--- src/rtl/voice_env_mixer.sv ---
// Per-voice linear attack/release envelopes, voice mix and a 1-bit PWM audio output.
// Optional feature: define SIGMA_DELTA_EN to replace the PWM comparator with a first-order sigma-delta modulator.
module voice_env_mixer #(
  parameter  int VOICES       = 4,
  parameter  int ENV_WIDTH    = 4,
  parameter  int ENV_PRESCALE = 1024,
  parameter  int PWM_WIDTH    = 8,
  localparam int SUM_WIDTH    = ENV_WIDTH + $clog2(VOICES)
) (
  input  logic                 clk,
  input  logic                 rst_n,
  input  logic [VOICES-1:0]    tone,
  input  logic [VOICES-1:0]    gate,
  output logic                 pwm_out,
  output logic [VOICES-1:0]    voice_active,
  output logic [SUM_WIDTH-1:0] sample
);

  localparam int                   PRE_W      = $clog2(ENV_PRESCALE);
  localparam logic [PRE_W-1:0]     PRE_LAST   = PRE_W'(ENV_PRESCALE - 1);
  localparam logic [ENV_WIDTH-1:0] ENV_MAX    = '1;
  localparam logic [ENV_WIDTH-1:0] ENV_ONE    = ENV_WIDTH'(1);
  localparam int                   DUTY_SHIFT = PWM_WIDTH - SUM_WIDTH;

  typedef enum logic [1:0] {
    ENV_IDLE,
    ENV_ATTACK,
    ENV_SUSTAIN,
    ENV_RELEASE
  } env_state_e;

  function automatic logic [ENV_WIDTH-1:0] level_up(input logic [ENV_WIDTH-1:0] l);
    return (l == ENV_MAX) ? ENV_MAX : l + ENV_ONE;
  endfunction

  function automatic logic [ENV_WIDTH-1:0] level_down(input logic [ENV_WIDTH-1:0] l);
    return (l == '0) ? '0 : l - ENV_ONE;
  endfunction

  // Input stage
  logic [VOICES-1:0] tone_q, gate_q;

  // Envelope prescaler
  logic [PRE_W-1:0] presc_q, presc_d;
  logic             env_tick;

  // Per-voice envelope
  env_state_e           state_q [VOICES];
  env_state_e           state_d [VOICES];
  logic [ENV_WIDTH-1:0] level_q [VOICES];
  logic [ENV_WIDTH-1:0] level_d [VOICES];
  logic [VOICES-1:0]    active_q, active_d;

  // Mix and PWM
  logic [SUM_WIDTH-1:0] mix;
  logic [SUM_WIDTH-1:0] sample_q, sample_d;
  logic [PWM_WIDTH-1:0] pcnt_q, pcnt_d;
  logic [PWM_WIDTH-1:0] duty_q, duty_d;
  logic                 pcnt_wrap;
  logic                 pwm_q, pwm_d;

  assign env_tick = (presc_q == PRE_LAST);
  assign presc_d  = env_tick ? '0 : presc_q + PRE_W'(1);

  // NOTE: every signal written in a combinational block gets a default first, so no path leaves it unassigned and infers a latch.
  always_comb begin
    for (int v = 0; v < VOICES; v++) begin
      state_d[v] = state_q[v];
      level_d[v] = level_q[v];
      if (env_tick) begin
        case (state_q[v])
          ENV_IDLE: begin
            if (gate_q[v]) begin
              level_d[v] = ENV_ONE;
              state_d[v] = (ENV_ONE == ENV_MAX) ? ENV_SUSTAIN : ENV_ATTACK;
            end
          end
          ENV_ATTACK, ENV_RELEASE: begin
            // A gate flip reverses direction from the current level, never restarting from 0.
            if (gate_q[v]) begin
              level_d[v] = level_up(level_q[v]);
              state_d[v] = (level_d[v] == ENV_MAX) ? ENV_SUSTAIN : ENV_ATTACK;
            end else begin
              level_d[v] = level_down(level_q[v]);
              state_d[v] = (level_d[v] == '0) ? ENV_IDLE : ENV_RELEASE;
            end
          end
          ENV_SUSTAIN: begin
            if (!gate_q[v]) begin
              level_d[v] = level_down(level_q[v]);
              state_d[v] = (level_d[v] == '0) ? ENV_IDLE : ENV_RELEASE;
            end
          end
          default: begin
            level_d[v] = '0;
            state_d[v] = ENV_IDLE;
          end
        endcase
      end
      active_d[v] = (level_d[v] != '0);
    end
  end

  always_comb begin
    mix = '0;
    for (int v = 0; v < VOICES; v++) begin
      if (tone_q[v]) mix = mix + SUM_WIDTH'(level_q[v]);
    end
  end

  // Duty and sample only move at the counter wrap, so a period never mixes two duty values.
  assign pcnt_d    = pcnt_q + PWM_WIDTH'(1);
  assign pcnt_wrap = (pcnt_q == '1);
  assign duty_d    = pcnt_wrap ? (PWM_WIDTH'(mix) << DUTY_SHIFT) : duty_q;
  assign sample_d  = pcnt_wrap ? mix : sample_q;

`ifdef SIGMA_DELTA_EN
  // Only the low bits are stored; the carry goes straight into the output register.
  logic [PWM_WIDTH-1:0] acc_q;
  logic [PWM_WIDTH:0]   acc_sum;

  assign acc_sum = {1'b0, acc_q} + {1'b0, duty_q};
  assign pwm_d   = acc_sum[PWM_WIDTH];

  always_ff @(posedge clk) begin
    if (!rst_n) begin
      acc_q <= '0;
    end else begin
      acc_q <= acc_sum[PWM_WIDTH-1:0];
    end
  end
`else
  assign pwm_d = (pcnt_d < duty_d);
`endif

  // NOTE: sequential state uses non-blocking assignments only, so every register samples pre-edge values.
  always_ff @(posedge clk) begin
    if (!rst_n) begin
      tone_q   <= '0;
      gate_q   <= '0;
      presc_q  <= '0;
      active_q <= '0;
      pcnt_q   <= '0;
      duty_q   <= '0;
      sample_q <= '0;
      pwm_q    <= 1'b0;
      // NOTE: the per-voice arrays are a handful of flops rather than a RAM, so resetting them is cheap and required.
      for (int v = 0; v < VOICES; v++) begin
        state_q[v] <= ENV_IDLE;
        level_q[v] <= '0;
      end
    end else begin
      tone_q   <= tone;
      gate_q   <= gate;
      presc_q  <= presc_d;
      active_q <= active_d;
      pcnt_q   <= pcnt_d;
      duty_q   <= duty_d;
      sample_q <= sample_d;
      pwm_q    <= pwm_d;
      for (int v = 0; v < VOICES; v++) begin
        state_q[v] <= state_d[v];
        level_q[v] <= level_d[v];
      end
    end
  end

  assign pwm_out      = pwm_q;
  assign voice_active = active_q;
  assign sample       = sample_q;

endmodule

--- config.mk ---
export PLATFORM = sky130hd
export DESIGN_NAME = voice_env_mixer
export DESIGN_NICKNAME = d
export VERILOG_FILES = /design/src/rtl/voice_env_mixer.sv
export SDC_FILE = /design/constraint.sdc
export NUM_CORES = 1
export LEC_CHECK = 0
export CORE_ASPECT_RATIO = 1.1
export CORE_MARGIN = 1.5
export CORE_UTILIZATION = 23
export DETAILED_ROUTE_END_ITERATION = 8
export GPL_TIMING_DRIVEN = 0
export PLACE_DENSITY = 0.48
export SLEW_MARGIN = 5
export SYNTH_ARGS = -nofsm -noshare
export SYNTH_HDL_FRONTEND = slang
export SYNTH_SLANG_ARGS = --single-unit
--- constraint.sdc ---
create_clock -name clk -period 7.1 [get_ports clk]
set_clock_uncertainty 0.2 [all_clocks]
set_input_delay 1.775 -clock clk [delete_from_list [all_inputs] [get_ports clk]]
set_output_delay 1.775 -clock clk [all_outputs]
set_load 0.01 [all_outputs]
==> metrics <==
status=complete, no violations; Final Setup Violations=0; Vias per Instance=4.91; hold_buf cts=0; Tightest Pin Transition=roughly 0.69 ns; via count=4212; Skew-Pair Late Insertion Delay=between 0.3 and 0.4 ns; area grow syn2layout=16.9%; core box area=between 15000 and 20000 um^2; Critical Path Source Type=flip-flop; Synth top area share=between 30 and 40%; ANT cells=0; worst reg2reg path endpoint=pwm_out; Final nets=roughly 650; Area contributors post-synth=dfxtp_1 (30%), ha_1 (7.9%), o21ai_0 (5.8%); power per cell area=160 nW/um^2; Setup CP Type=reg2reg; most frequent cell after synthesis=dfxtp_1; die height=151 um; crit path DAT=5.23 ns; worst hold path startpoint=duty_q[1]; M1 wire length=5720 um; Final Max Slew Viols=0; r2r setup slk=between 1.5 and 2 ns; footprint of the multi-input gates=2910 um^2; crit-path max FO=8; leakage power=about 2.1 nW; CP required=7.12 ns; share of cells above drive strength 1=6.71%; DP HPWL=8750 um; fillers=2072; overall power=0.854 mW; most frequent CP cell=ha_1; total grt overflow=0; P_int=~0.65 mW; wire per inst=about 14 um; Non-Filler Instances=858; setup TNS=0 ns; I/O pin cnt=21; area leader, netlist=dfxtp_1; 1st-iter DRT viols=about 210; largest net degree at the start of global routing=13; number of library cell types mapped by synthesis=69; row count=between 50 and 60; Die X=137 um; DRT Pass-1 Iters=6; Final Hold Viols=0; # Max-Cap Violations=0; Longest Clk Path Bufs=2; DRT antenna net count=0; Net Sw Power=slightly above 0.2 mW; worst hold path stage count=2; WL met2=around 5600 um; Synth Warn #=0; CP peak stage delay=0.48 ns; final RePlAce weighted congestion=0.827; Seq cells post-synth=69; clock share of power=between 40% and 50%; Min-Delay Endpoint=duty_q[1]; post-synthesis sequential area ratio=between 30% and 40%; instance area at placement=just over 5000 um^2; CP top delay family=adder cells; min cycle time layout=5.21 ns; Setup Buffers After CTS=0; CTS Root Cell=clkbuf_16; clock slew at reported path FFs=0.06 ns; Async SR Flop Fraction=0%; DP Cell Count=843; sw frac=~24%; Residual DRC=0; final WL=12100 um; TritonCTS clock tree=done; length of routed met3 wiring=about 530 um; clk sinks=69; GRT Total Usage=about an eighth; Design Area, Final=5340 um^2; commonest register cell after synthesis=dfxtp_1; worst path cell trace=and2_1 -> ha_1 -> inv_1 -> fa_1 -> nor2b_1 -> nand3b_1 -> xor2_1 -> ha_1 -> a21oi_1 -> xnor2_1 -> mux2_2 -> ha_1 -> nand2_1 -> o21ai_0 -> o21ai_0 -> a21oi_1 -> mux2i_1 -> o21ai_0 -> ha_1 -> nand4_1 -> o311a_1; initial antenna violation count=0; CTS HTree Levels=3; number of port buffers=20; R2R depth=21; cts bufs inserted=9; Starting Density=23.7%; FF/Latch Area=1380 um^2; Post-Syn Area=4570 um^2; Setup crit end kind=flip-flop; Hold Path Class=reg2reg; Post-Syn Nets=618; cells after synthesis=576; Comb pwr share=5.6%; global-route wire length before repair=19500 um; vias in the first global route=3863; Post-synth EDFFs=0; slowest library cell on the worst path=dfxtp_1; Top Metal Used=met4; Synth top cells by count=dfxtp_1 (69), nor2_1 (56), o21ai_0 (53), a21oi_1 (48), nand2_1 (35); Slew headroom=53.4%; CP Buf/Inv Count=1; unrepaired setup endpoints after global routing=false; sequential power share=a little under half; cts repair resizes=0; Final Cycle Share=73.4%; Synth Area per Inst=7.93 um^2; DIE AREA=approximately 21000 um^2; FMAX=192 MHz; Max IR drop VDD=0.000123 V; Reg2Reg Launch Point=level_q[0][0]
[per-stage QoR]
stage                     util (%)  worst slack (ns)  hold slack, ns
after global routing          27.7              1.44           0.284
after CTS                     27.7              1.83           0.252
after global placement        26.3              1.86           0.240
after detailed placement      26.3              1.87           0.244
final                         27.7              1.89           0.249
after floorplan                  -              2.58           0.224
[power by group through the flow]
| stage | registers, mW | clock network (mW) | logic [mW] |
|---|---|---|---|
| after floorplan | 0.406 | 0 | 0.0293 |
| after global placement | 0.406 | 0 | 0.0484 |
| after detailed placement | 0.406 | 0 | 0.0480 |
| after CTS | 0.398 | 0.425 | 0.0483 |
| after global routing | 0.398 | 0.439 | 0.0535 |
| final | 0.398 | 0.408 | 0.0478 |
[routing by layer]
layer | GRT usage (%) | vias up
li1 | - | 2135
met4 | 4.63 | 0
met2 | 19.7 | 92
met3 | 2.78 | 16
met1 | 15.7 | 1969
met5 | 0 | -
[cell usage in the layout (no fill, tap or decap), types with 10 or more instances in the layout]
cell             count
a21oi_1             48
and2_1              26
clkbuf_1            23
clkdlybuf4s50_1     20
dfxtp_1             69
ha_1                29
inv_1               27
nand2_1             35
nand3_1             24
nor2_1              56
nor3_1              14
o21ai_0             53
xor2_1              10
[registers in the layout, summed over array words and instances (netlist names)]
name          flops
level_q          16
sample            6
voice_active      4
duty_q            8
tone_q            4
gate_q            4
pcnt_q            8
pwm_out           1
state_q           8
presc_q          10
[kinds of logic (layout without fill, tap and decap cells)]
family	after synthesis	in the layout	share of synthesized area, %
AO/OA/AOI/OAI	166	166	23.3
XOR/XNOR	19	19	3.94
multiplexers	12	12	2.79
flip-flops	69	69	30.2
adder cells (fa/ha/maj)	36	36	10.1
buffers and inverters	65	100	6.13
AND/OR/NAND/NOR	209	209	23.4
[area by class of cell]
class | instances | area share [%]
repair buffers | 20 | 3.75
multi-input cells | 442 | 54.4
clock inverters | 6 | 0.749
inverters | 27 | 1.90
plain buffers | 38 | 3.35
well taps | 247 | 5.78
flip-flops and latches | 69 | 25.8
clock buffers | 9 | 4.21
[worst reg2reg max path: stages (launching register included)]
cell and delay (ns):
dfxtp_1 0.48, and2_1 0.19, ha_1 0.17, inv_1 0.05, fa_1 0.38, nor2b_1 0.15
nand3b_1 0.15, xor2_1 0.21, ha_1 0.31, a21oi_1 0.18, xnor2_1 0.10, mux2_2 0.29
ha_1 0.31, nand2_1 0.06, o21ai_0 0.22, o21ai_0 0.13, a21oi_1 0.18, mux2i_1 0.30
o21ai_0 0.19, ha_1 0.33, nand4_1 0.13, o311a_1 0.37
[worst max-delay path by stage]
stage | slack, ns | start | endpoint | cells past startpoint
floorplan | 2.58 | level_q[0][0] | pwm_out | 21
global placement | 1.86 | level_q[0][0] | pwm_out | 21
detailed placement | 1.87 | level_q[0][0] | pwm_out | 21
CTS | 1.83 | level_q[0][0] | pwm_out | 21
global route | 1.44 | level_q[0][0] | pwm_out | 21
finish | 1.89 | level_q[0][0] | pwm_out | 21
Note: power is estimated with default switching activity, not from simulation.
